**src/rtl/uart_stim_tx_pkg.sv**
```systemverilog
// Shared definitions for the bench-side UART stimulus transmitter and its decoder.
// Holds the line FSM encoding and the clock-to-baud divisor rule used at both ends.
// No logic of its own; both ends call baud_div so they agree on the bit period.
package uart_stim_tx_pkg;

    typedef enum logic [1:0] {
        IDLE  = 2'd0,
        START = 2'd1,
        DATA  = 2'd2,
        STOP  = 2'd3
    } tx_state_t;

    // Rounded integer divisor: cycles of the reference clock per bit.
    function automatic int unsigned baud_div(input int unsigned clk_freq_hz,
                                             input int unsigned baud);
        return (clk_freq_hz + baud / 2) / baud;
    endfunction

endpackage

```
**src/rtl/uart_stim_fifo.sv**
```systemverilog
// Byte queue in front of the UART serialiser; registered pointers with a wrap bit.
// Latency: a write is visible at the head (empty low) one edge after it is accepted.
// Backpressure: writes while full and reads while empty are ignored.
module uart_stim_fifo #(
    parameter int unsigned DEPTH = 16,
    parameter int unsigned WIDTH = 8
) (
    input  logic                     clk,
    input  logic                     rst,
    input  logic                     wr_en,
    input  logic [WIDTH-1:0]         wr_data,
    input  logic                     rd_en,
    output logic [WIDTH-1:0]         rd_data,
    output logic                     full,
    output logic                     empty,
    output logic [$clog2(DEPTH):0]   count
);

    localparam int unsigned AW = $clog2(DEPTH);

    logic [AW:0]      wr_ptr;
    logic [AW:0]      rd_ptr;
    logic [WIDTH-1:0] mem [DEPTH];
    logic             do_wr;
    logic             do_rd;

    assign do_wr = wr_en && !full;
    assign do_rd = rd_en && !empty;

    always_ff @(posedge clk or posedge rst) begin
        if (rst) begin
            wr_ptr <= '0;
            rd_ptr <= '0;
        end else begin
            if (do_wr) wr_ptr <= wr_ptr + 1'b1;
            if (do_rd) rd_ptr <= rd_ptr + 1'b1;
        end
    end

    // Storage needs no reset: the pointers alone decide which entries are live.
    always_ff @(posedge clk) begin
        if (do_wr) mem[wr_ptr[AW-1:0]] <= wr_data;
    end

    assign rd_data = mem[rd_ptr[AW-1:0]];
    assign empty   = (wr_ptr == rd_ptr);
    assign full    = (wr_ptr[AW] != rd_ptr[AW]) && (wr_ptr[AW-1:0] == rd_ptr[AW-1:0]);
    assign count   = wr_ptr - rd_ptr;

endmodule

```
**src/rtl/uart_stim_tx.sv**
```systemverilog
// Queued 8N1 UART transmitter driving the SoC receive pin from bench stimulus.
// Latency: byte accepted on edge N starts its start bit after edge N+1; frame = 10*DIV cycles.
// Backpressure: o_ready is low while the byte queue is full; i_data is ignored then.
module uart_stim_tx
    import uart_stim_tx_pkg::*;
#(
    parameter int unsigned CLK_FREQ_HZ = 25_000_000,
    parameter int unsigned BAUD        = 115200,
    parameter int unsigned FIFO_DEPTH  = 16
) (
    input  logic                          clk,
    input  logic                          rst,
    input  logic [7:0]                    i_data,
    input  logic                          i_valid,
    output logic                          o_ready,
    output logic                          o_tx,
    output logic                          o_busy,
    output logic [$clog2(FIFO_DEPTH):0]   o_level
);

    localparam int unsigned DIV = baud_div(CLK_FREQ_HZ, BAUD);
    localparam int unsigned CW  = (DIV > 1) ? $clog2(DIV) : 1;

    if (DIV < 2) begin : g_bad_div
        $error("uart_stim_tx: baud divisor must be at least 2");
    end

    if ((FIFO_DEPTH < 2) || ((FIFO_DEPTH & (FIFO_DEPTH - 1)) != 0)) begin : g_bad_depth
        $error("uart_stim_tx: FIFO_DEPTH must be a power of two and at least 2");
    end

    tx_state_t         state_q, state_d;
    logic [CW-1:0]     cnt_q, cnt_d;
    logic [2:0]        bit_q, bit_d;
    logic [7:0]        shift_q, shift_d;
    logic              tx_q, tx_d;
    logic              pop;
    logic              baud_end;

    logic [7:0]                    fifo_head;
    logic                          fifo_full;
    logic                          fifo_empty;
    logic [$clog2(FIFO_DEPTH):0]   fifo_count;

    uart_stim_fifo #(
        .DEPTH (FIFO_DEPTH),
        .WIDTH (8)
    ) u_fifo (
        .clk     (clk),
        .rst     (rst),
        .wr_en   (i_valid),
        .wr_data (i_data),
        .rd_en   (pop),
        .rd_data (fifo_head),
        .full    (fifo_full),
        .empty   (fifo_empty),
        .count   (fifo_count)
    );

    assign baud_end = (cnt_q == CW'(DIV - 1));

    always_comb begin
        state_d  = state_q;
        cnt_d    = cnt_q + 1'b1;
        bit_d    = bit_q;
        shift_d  = shift_q;
        tx_d     = tx_q;
        pop      = 1'b0;

        unique case (state_q)
            IDLE: begin
                cnt_d = '0;
                tx_d  = 1'b1;
                if (!fifo_empty) begin
                    pop     = 1'b1;
                    shift_d = fifo_head;
                    tx_d    = 1'b0;
                    state_d = START;
                end
            end

            START: begin
                if (baud_end) begin
                    cnt_d   = '0;
                    bit_d   = 3'd0;
                    tx_d    = shift_q[0];
                    state_d = DATA;
                end
            end

            // tx is a flop, so the next bit is presented from the post-shift value.
            DATA: begin
                if (baud_end) begin
                    cnt_d = '0;
                    if (bit_q == 3'd7) begin
                        tx_d    = 1'b1;
                        state_d = STOP;
                    end else begin
                        bit_d   = bit_q + 1'b1;
                        shift_d = {1'b0, shift_q[7:1]};
                        tx_d    = shift_q[1];
                    end
                end
            end

            STOP: begin
                if (baud_end) begin
                    cnt_d = '0;
                    if (!fifo_empty) begin
                        pop     = 1'b1;
                        shift_d = fifo_head;
                        tx_d    = 1'b0;
                        state_d = START;
                    end else begin
                        tx_d    = 1'b1;
                        state_d = IDLE;
                    end
                end
            end

            default: begin
                cnt_d   = '0;
                tx_d    = 1'b1;
                state_d = IDLE;
            end
        endcase
    end

    always_ff @(posedge clk or posedge rst) begin
        if (rst) begin
            state_q <= IDLE;
            cnt_q   <= '0;
            bit_q   <= 3'd0;
            shift_q <= 8'h00;
            tx_q    <= 1'b1;
        end else begin
            state_q <= state_d;
            cnt_q   <= cnt_d;
            bit_q   <= bit_d;
            shift_q <= shift_d;
            tx_q    <= tx_d;
        end
    end

    assign o_tx    = tx_q;
    assign o_ready = !fifo_full;
    assign o_level = fifo_count;
    assign o_busy  = (state_q != IDLE) || !fifo_empty;

endmodule

```
**config.mk**
```make
export PLATFORM = sky130hd
export DESIGN_NAME = uart_stim_tx
export DESIGN_NICKNAME = d
export VERILOG_FILES = /design/src/rtl/uart_stim_tx_pkg.sv /design/src/rtl/uart_stim_fifo.sv /design/src/rtl/uart_stim_tx.sv
export SDC_FILE = /design/constraint.sdc
export NUM_CORES = 1
export LEC_CHECK = 0
export CAP_MARGIN = 20
export CORE_MARGIN = 8
export CORE_UTILIZATION = 49
export DETAILED_ROUTE_END_ITERATION = 10
export GPL_TIMING_DRIVEN = 0
export PLACE_DENSITY = 0.74
export SLEW_MARGIN = 15
export SYNTH_ARGS = -nofsm -noshare
export SYNTH_HDL_FRONTEND = slang
export SYNTH_SLANG_ARGS = --single-unit
```
**constraint.sdc**
```tcl
create_clock -name clk -period 7.8 [get_ports clk]
set_input_delay 1.56 -clock clk [delete_from_list [all_inputs] [get_ports clk]]
set_output_delay 1.56 -clock clk [all_outputs]
set_load 0.05 [all_outputs]
```
==> results of run 1 <==
## stage by stage
step / cell area, sq um / total power [mW]
3_3_place_gp: 7300 / 2.42
4_1_cts: 7880 / 3.24
6_report: 7880 / 3.22
3_5_place_dp: 7330 / 2.46
5_1_grt: 7880 / 3.40
2_1_floorplan: 6900 / 2.10
## final cells by class
type / instances / area (sq um)
Multi-Input combinational cell: 216 / 2090
Timing Repair Buffer: 20 / 195
Sequential cell: 160 / 4650
Buffer: 14 / 77.6
Fill cell: 1042 / 5950
Clock buffer: 22 / 444
Tap cell: 180 / 225
Inverter: 25 / 93.8
Clock inverter: 10 / 104
## worst max-delay path: stages, from the launching register on
cell,delay [ns]
dfrtp_1,0.48
buf_1,0.50
inv_1,0.17
ha_1,0.40
a21o_1,0.17
a21oi_1,0.20
xnor2_1,0.16
clkdlybuf4s50_1,0.83
## where the power goes
part	internal [mW]	switching [mW]	leakage (nW)
logic	0.549	0.751	0.978
registers	1.06	0.0812	1.55
clock network	0.444	0.335	0.264
total	2.06	1.17	2.80
## routing by layer
| metal | part of all wire (%) | routed length, um |
|---|---|---|
| met4 | 1.2 | 166 |
| met3 | 5.8 | 794 |
| met1 | 43 | 5830 |
| met5 | 0 | 0 |
| met2 | 50 | 6810 |
## worst max path at each step
stage          depth (start not counted)    endpoint  slack (ns)             start
3_5_place_dp                           7  o_level[4]        3.38  u_fifo.rd_ptr[2]
2_1_floorplan                          6  o_level[4]        4.07  u_fifo.rd_ptr[2]
3_3_place_gp                           7  o_level[4]        3.40  u_fifo.rd_ptr[2]
6_report                               7  o_level[4]        2.92  u_fifo.rd_ptr[2]
4_1_cts                                7  o_level[4]        2.90  u_fifo.rd_ptr[2]
5_1_grt                                7  o_level[4]        2.80  u_fifo.rd_ptr[2]
## cell families after synthesis
logic type	count (synthesis)	synth area share [%]
buf+inv	39	2.49
simple gates	81	5.97
flops	160	67.4
fa+ha+maj	20	3.74
mux	47	12.4
xor+xnor	19	2.41
compound gates	49	5.64
## flip-flops by register name, indices dropped and copies added, names as in the netlist
name	cells
state_q	2
u_fifo.mem	128
bit_q	3
u_fifo.rd_ptr	5
o_tx	1
u_fifo.wr_ptr	5
shift_q	8
cnt_q	8
## placed cells by master (no fill, tap or decap), types with 3 or more instances in the layout
cell             count
o22ai_1              7
nand4_1              4
ha_1                19
clkdlybuf4s50_1     18
clkinv_4             3
clkbuf_1            11
nor2b_1              3
xor2_1               8
nor2_1              23
nand2_1             17
inv_6                4
a22oi_1              5
nand2b_1             4
mux4_2              27
a221oi_1             4
o31ai_1              3
mux2_4               6
nand3_1              9
a22o_1               5
o21ai_0              5
clkbuf_16           17
mux2_2              11
edfxtp_1           128
inv_1               24
a32oi_1              5
xnor2_1             11
nor3_1               4
dfrtp_1             31
and3_1               4
buf_4                4
==> out/results.ini, run 1 <==
[clocking]
clock_latency_ns = 0.42
cts_made_buffers = 17
cts_setup_buffers = 0
cts.path.max_buffers = 2
htreeDepth = 4
cts_resized = 0
cts_tree = built
cts_root_buffer = clkbuf_16
hold_buffers = 0
path_clk_slew_ns = 0.06
cts_sinks = 160

[worst_setup_path]
regToRegStartpoint = u_fifo.rd_ptr[2]
start_kind = register
critPathKind = register to primary output
arrival_ns = 3.32
worstPathMaxFanout = 10
r2r_end = u_fifo.mem[0][5]
cp_data_required_time_ns = 6.24
r2r_cells = 8
end_kind = primary output
r2r_slack_ns = 3.95

[floorplanning]
start_util_pct = 49.9
io_pins = 19
fp.dieW_um = 135
dieArea_sq_mm = 0.0181
die_h_um = 135
core_sq_mm = 0.0138
rows = 43

[hold_path]
holdPathEnd = o_tx
min_from = o_tx
holdCritPathClass = register to register
min_path_cells = 2

[power]
vdd_drop_max_mv = 0.263
power_density_mw_per_mm2 = 409
leakagePower_nw = 2.80

[routing]
drt-initial-drc-count = 325
vias = 3698
dr.pass1.iters = 4
wl_per_cell_um = 21.0
ant_nets = 0
drcViolationCount = 0
routed_wl_um = 13600
drt-vias-per-instance = 5.72

[finish]
final_util_pct = 57.0
nets = 485
area_growth_pct = 14.2
finalNonFillerCells = 647
drive_gt1_share_pct = 18.8
diodes = 0

[yosys]
yosysTopAreaCell = edfxtp_1
synth_edf_count = 128
synth_ff_type = edfxtp_1
ys_seq_area_share_pct = 67.4
async_reset_ff_share_pct = 20.0
synth.area.top_cells = edfxtp_1, dfrtp_1, mux4_2, ha_1, mux2_2
synth_top_area_share_pct = 55.7
ys_top_cells_by_count = edfxtp_1, dfrtp_1, mux4_2
ys_types = 53
yosysMostFrequentCell = edfxtp_1
syn_area_sq_mm = 0.00690
synth_nets = 446
yosys_warnings = 0
avgSynthCellArea_sq_um = 16.6
ys_ff_latch = 160
synthCells = 415

[placed_design]
dpl.cell_count = 615
pre_cts_slack_ns = 3.38
post-dp-hpwl_um = 9190
gp_congestion = 0.825
port-buffer-count = 18

[timing]
tightest_slew_ns = 0.842
max_freq_mhz = 205
layout_setup_ws_ns = 2.92
slew_headroom_pct = 43.7
skew_ns = 0.00814
slew_viol_final = 0
rsz0062_at_grt = false
setup_viol = 0
period_share_pct = 62.6
hold_viol = 0
fin_crit_ns = 4.88
fin_setup_tns_ns = 0
hold_slack_ns = 0.493

[global_route]
grt_max_degree = 33
antenna_found_initial = 0
use_met3_pct = 5.35
top_usage_layer = met2
gr-total-overflow = 0
grtUsageTotal_pct = 16.2
grt_pass1_vias = 3861
met1_usage_pct = 19.9
grt_pass1_wl_um = 21600
grt_use_met2_pct = 26.1

[status]
status = completed

[run]
drv_cap = 0

(Power assumes the default switching activity.)
==> run 2: changes to the inputs <==
==> constraint.sdc (replaced) <==
create_clock -name clk -period 4.9 [get_ports clk]
set_input_delay 0.98 -clock clk [delete_from_list [all_inputs] [get_ports clk]]
set_output_delay 0.98 -clock clk [all_outputs]
set_load 0.05 [all_outputs]
==> results of run 2 <==
The final DEF is identical to that of run 1. Status: completed.
Main changes from that run: setup slack after placement 3.38 ns -> 1.06 ns; setup slack after layout 2.92 ns -> 0.595 ns; register-to-register setup slack 3.95 ns -> 1.05 ns; total power 3.22 mW -> 5.13 mW; worst IR drop on VDD 0.263 mV -> 0.419 mV
==> run 3: changes to the inputs <==
==> constraint.sdc (replaced) <==
create_clock -name clk -period 4.2 [get_ports clk]
set_input_delay 0.84 -clock clk [delete_from_list [all_inputs] [get_ports clk]]
set_output_delay 0.84 -clock clk [all_outputs]
set_load 0.05 [all_outputs]
==> out/results.ini, run 3 (same netlist as run 1, synthesis figures left out) <==
[global_route]
grt_max_degree = 33
grt_pass1_vias = 3861
grtUsageTotal_pct = 16.2
gr-total-overflow = 0
antenna_found_initial = 0
grt_pass1_wl_um = 21600

[routing]
dr.pass1.iters = 4
drt-initial-drc-count = 324
wl_per_cell_um = 21.1
vias = 3700
drcViolationCount = 0
routed_wl_um = 13600
drt-vias-per-instance = 5.72
ant_nets = 0

[clocking]
hold_buffers = 0
cts_made_buffers = 17
cts_setup_buffers = 0
cts_resized = 0
cts.path.max_buffers = 2
htreeDepth = 4
cts_root_buffer = clkbuf_16
cts_sinks = 160
cts_tree = built
clock_latency_ns = 0.42
path_clk_slew_ns = 0.06

[floorplanning]
core_sq_mm = 0.0138
dieArea_sq_mm = 0.0181
die_h_um = 135
io_pins = 19
start_util_pct = 49.9
rows = 43
fp.dieW_um = 135

[timing]
fin_setup_tns_ns = 0
skew_ns = 0.00894
setup_viol = 0
max_freq_mhz = 253
slew_headroom_pct = 44.7
fin_crit_ns = 3.95
slew_viol_final = 0
hold_viol = 0
rsz0062_at_grt = false
tightest_slew_ns = 0.827
period_share_pct = 94.2

[worst_setup_path]
r2r_slack_ns = 0.50
r2r_end = u_fifo.mem[0][5]
critPathKind = register to primary output
start_kind = register
end_kind = primary output
cp_data_required_time_ns = 3.36
regToRegStartpoint = u_fifo.rd_ptr[1]
worstPathMaxFanout = 10
r2r_cells = 8
arrival_ns = 3.11

[finish]
nets = 485
largest_register_ffs = 128
drive_gt1_share_pct = 19.1
stdcell_area_sq_mm = 0.00788
final_cell_mix = edfxtp_1, dfrtp_1, mux4_2
finalNonFillerCells = 647
multi_input_area_sq_mm = 0.00209
n_fill_cell = 1042
regArea_sq_mm = 0.00465
area_growth_pct = 14.2
final_common_cell = edfxtp_1
diodes = 0

[power]
power_density_mw_per_mm2 = 761
leakagePower_nw = 2.80
vdd_drop_max_mv = 0.489

[run]
drv_cap = 0

[status]
status = completed

[placed_design]
gp_congestion = 0.825
dpl.cell_count = 615
post-dp-hpwl_um = 9190
placed_cell_area_sq_mm = 0.00733
port-buffer-count = 18

[hold_path]
holdPathEnd = o_tx
min_path_cells = 2
holdCritPathClass = register to register
min_from = o_tx

-- run 3: cell types whose count changed in the layout (fill, tap and decap cells not counted), sizes merged --
cell    previous run  this run
clkbuf            28        29
buf               10         9
-- run 3: worst max-delay path by stage --
| stage | from | end | slack, ns | cells after the start |
|---|---|---|---|---|
| floorplan | u_fifo.rd_ptr[2] | o_level[4] | 1.19 | 6 |
| global placement | u_fifo.rd_ptr[2] | u_fifo.mem[2][0] | 0.18 | 7 |
| detailed placement | u_fifo.rd_ptr[2] | u_fifo.mem[0][5] | 0.41 | 8 |
| CTS | u_fifo.rd_ptr[2] | o_level[4] | 0.02 | 7 |
| global route | u_fifo.rd_ptr[1] | o_level[3] | 0.06 | 7 |
| finish | u_fifo.rd_ptr[1] | o_level[3] | 0.25 | 7 |
-- run 3: worst max-delay path: stages, from the launching register on --
cell	delay [ns]
dfrtp_1	0.44
clkbuf_1	0.47
inv_1	0.12
ha_1	0.36
a21o_1	0.17
a21oi_1	0.18
xnor2_1	0.14
clkdlybuf4s50_1	0.82
-- run 3: final cells by class --
class,instances,share of cell area (%)
inverters,25,1.19
plain buffers,14,1.00
clock buffers,22,5.64
clock inverters,10,1.32
repair buffers,20,2.48
flip-flops and latches,160,59.0
well taps,180,2.86
multi-input cells,216,26.5
-- run 3: report_power, final --
group,switching [mW],internal (mW),total (mW),leakage [nW]
Combinational,1.40,1.02,2.42,0.981
Clock,0.622,0.825,1.45,0.264
Sequential,0.151,1.98,2.13,1.55
Total,2.17,3.82,5.99,2.80
-- run 3: per-layer routing --
metal  share of wire [%]  global-route usage [%]
met4                 1.1                    5.86
met1                  43                    19.9
met3                 5.6                    5.35
met5                   0                       0
met2                  50                    26.1
-- run 3: per-stage QoR --
| stage | util [%] | power [mW] | worst slack (ns) | hold WS [ns] |
|---|---|---|---|---|
| 6_report | 57.0 | 5.99 | 0.245 | 0.493 |
| 2_1_floorplan | - | 3.90 | 1.19 | 0.482 |
| 5_1_grt | 57.0 | 6.31 | 0.0627 | 0.516 |
| 3_3_place_gp | 52.8 | 4.49 | 0.179 | 0.478 |
| 4_1_cts | 57.0 | 6.02 | 0.0223 | 0.486 |
| 3_5_place_dp | 53.0 | 4.57 | 0.414 | 0.475 |
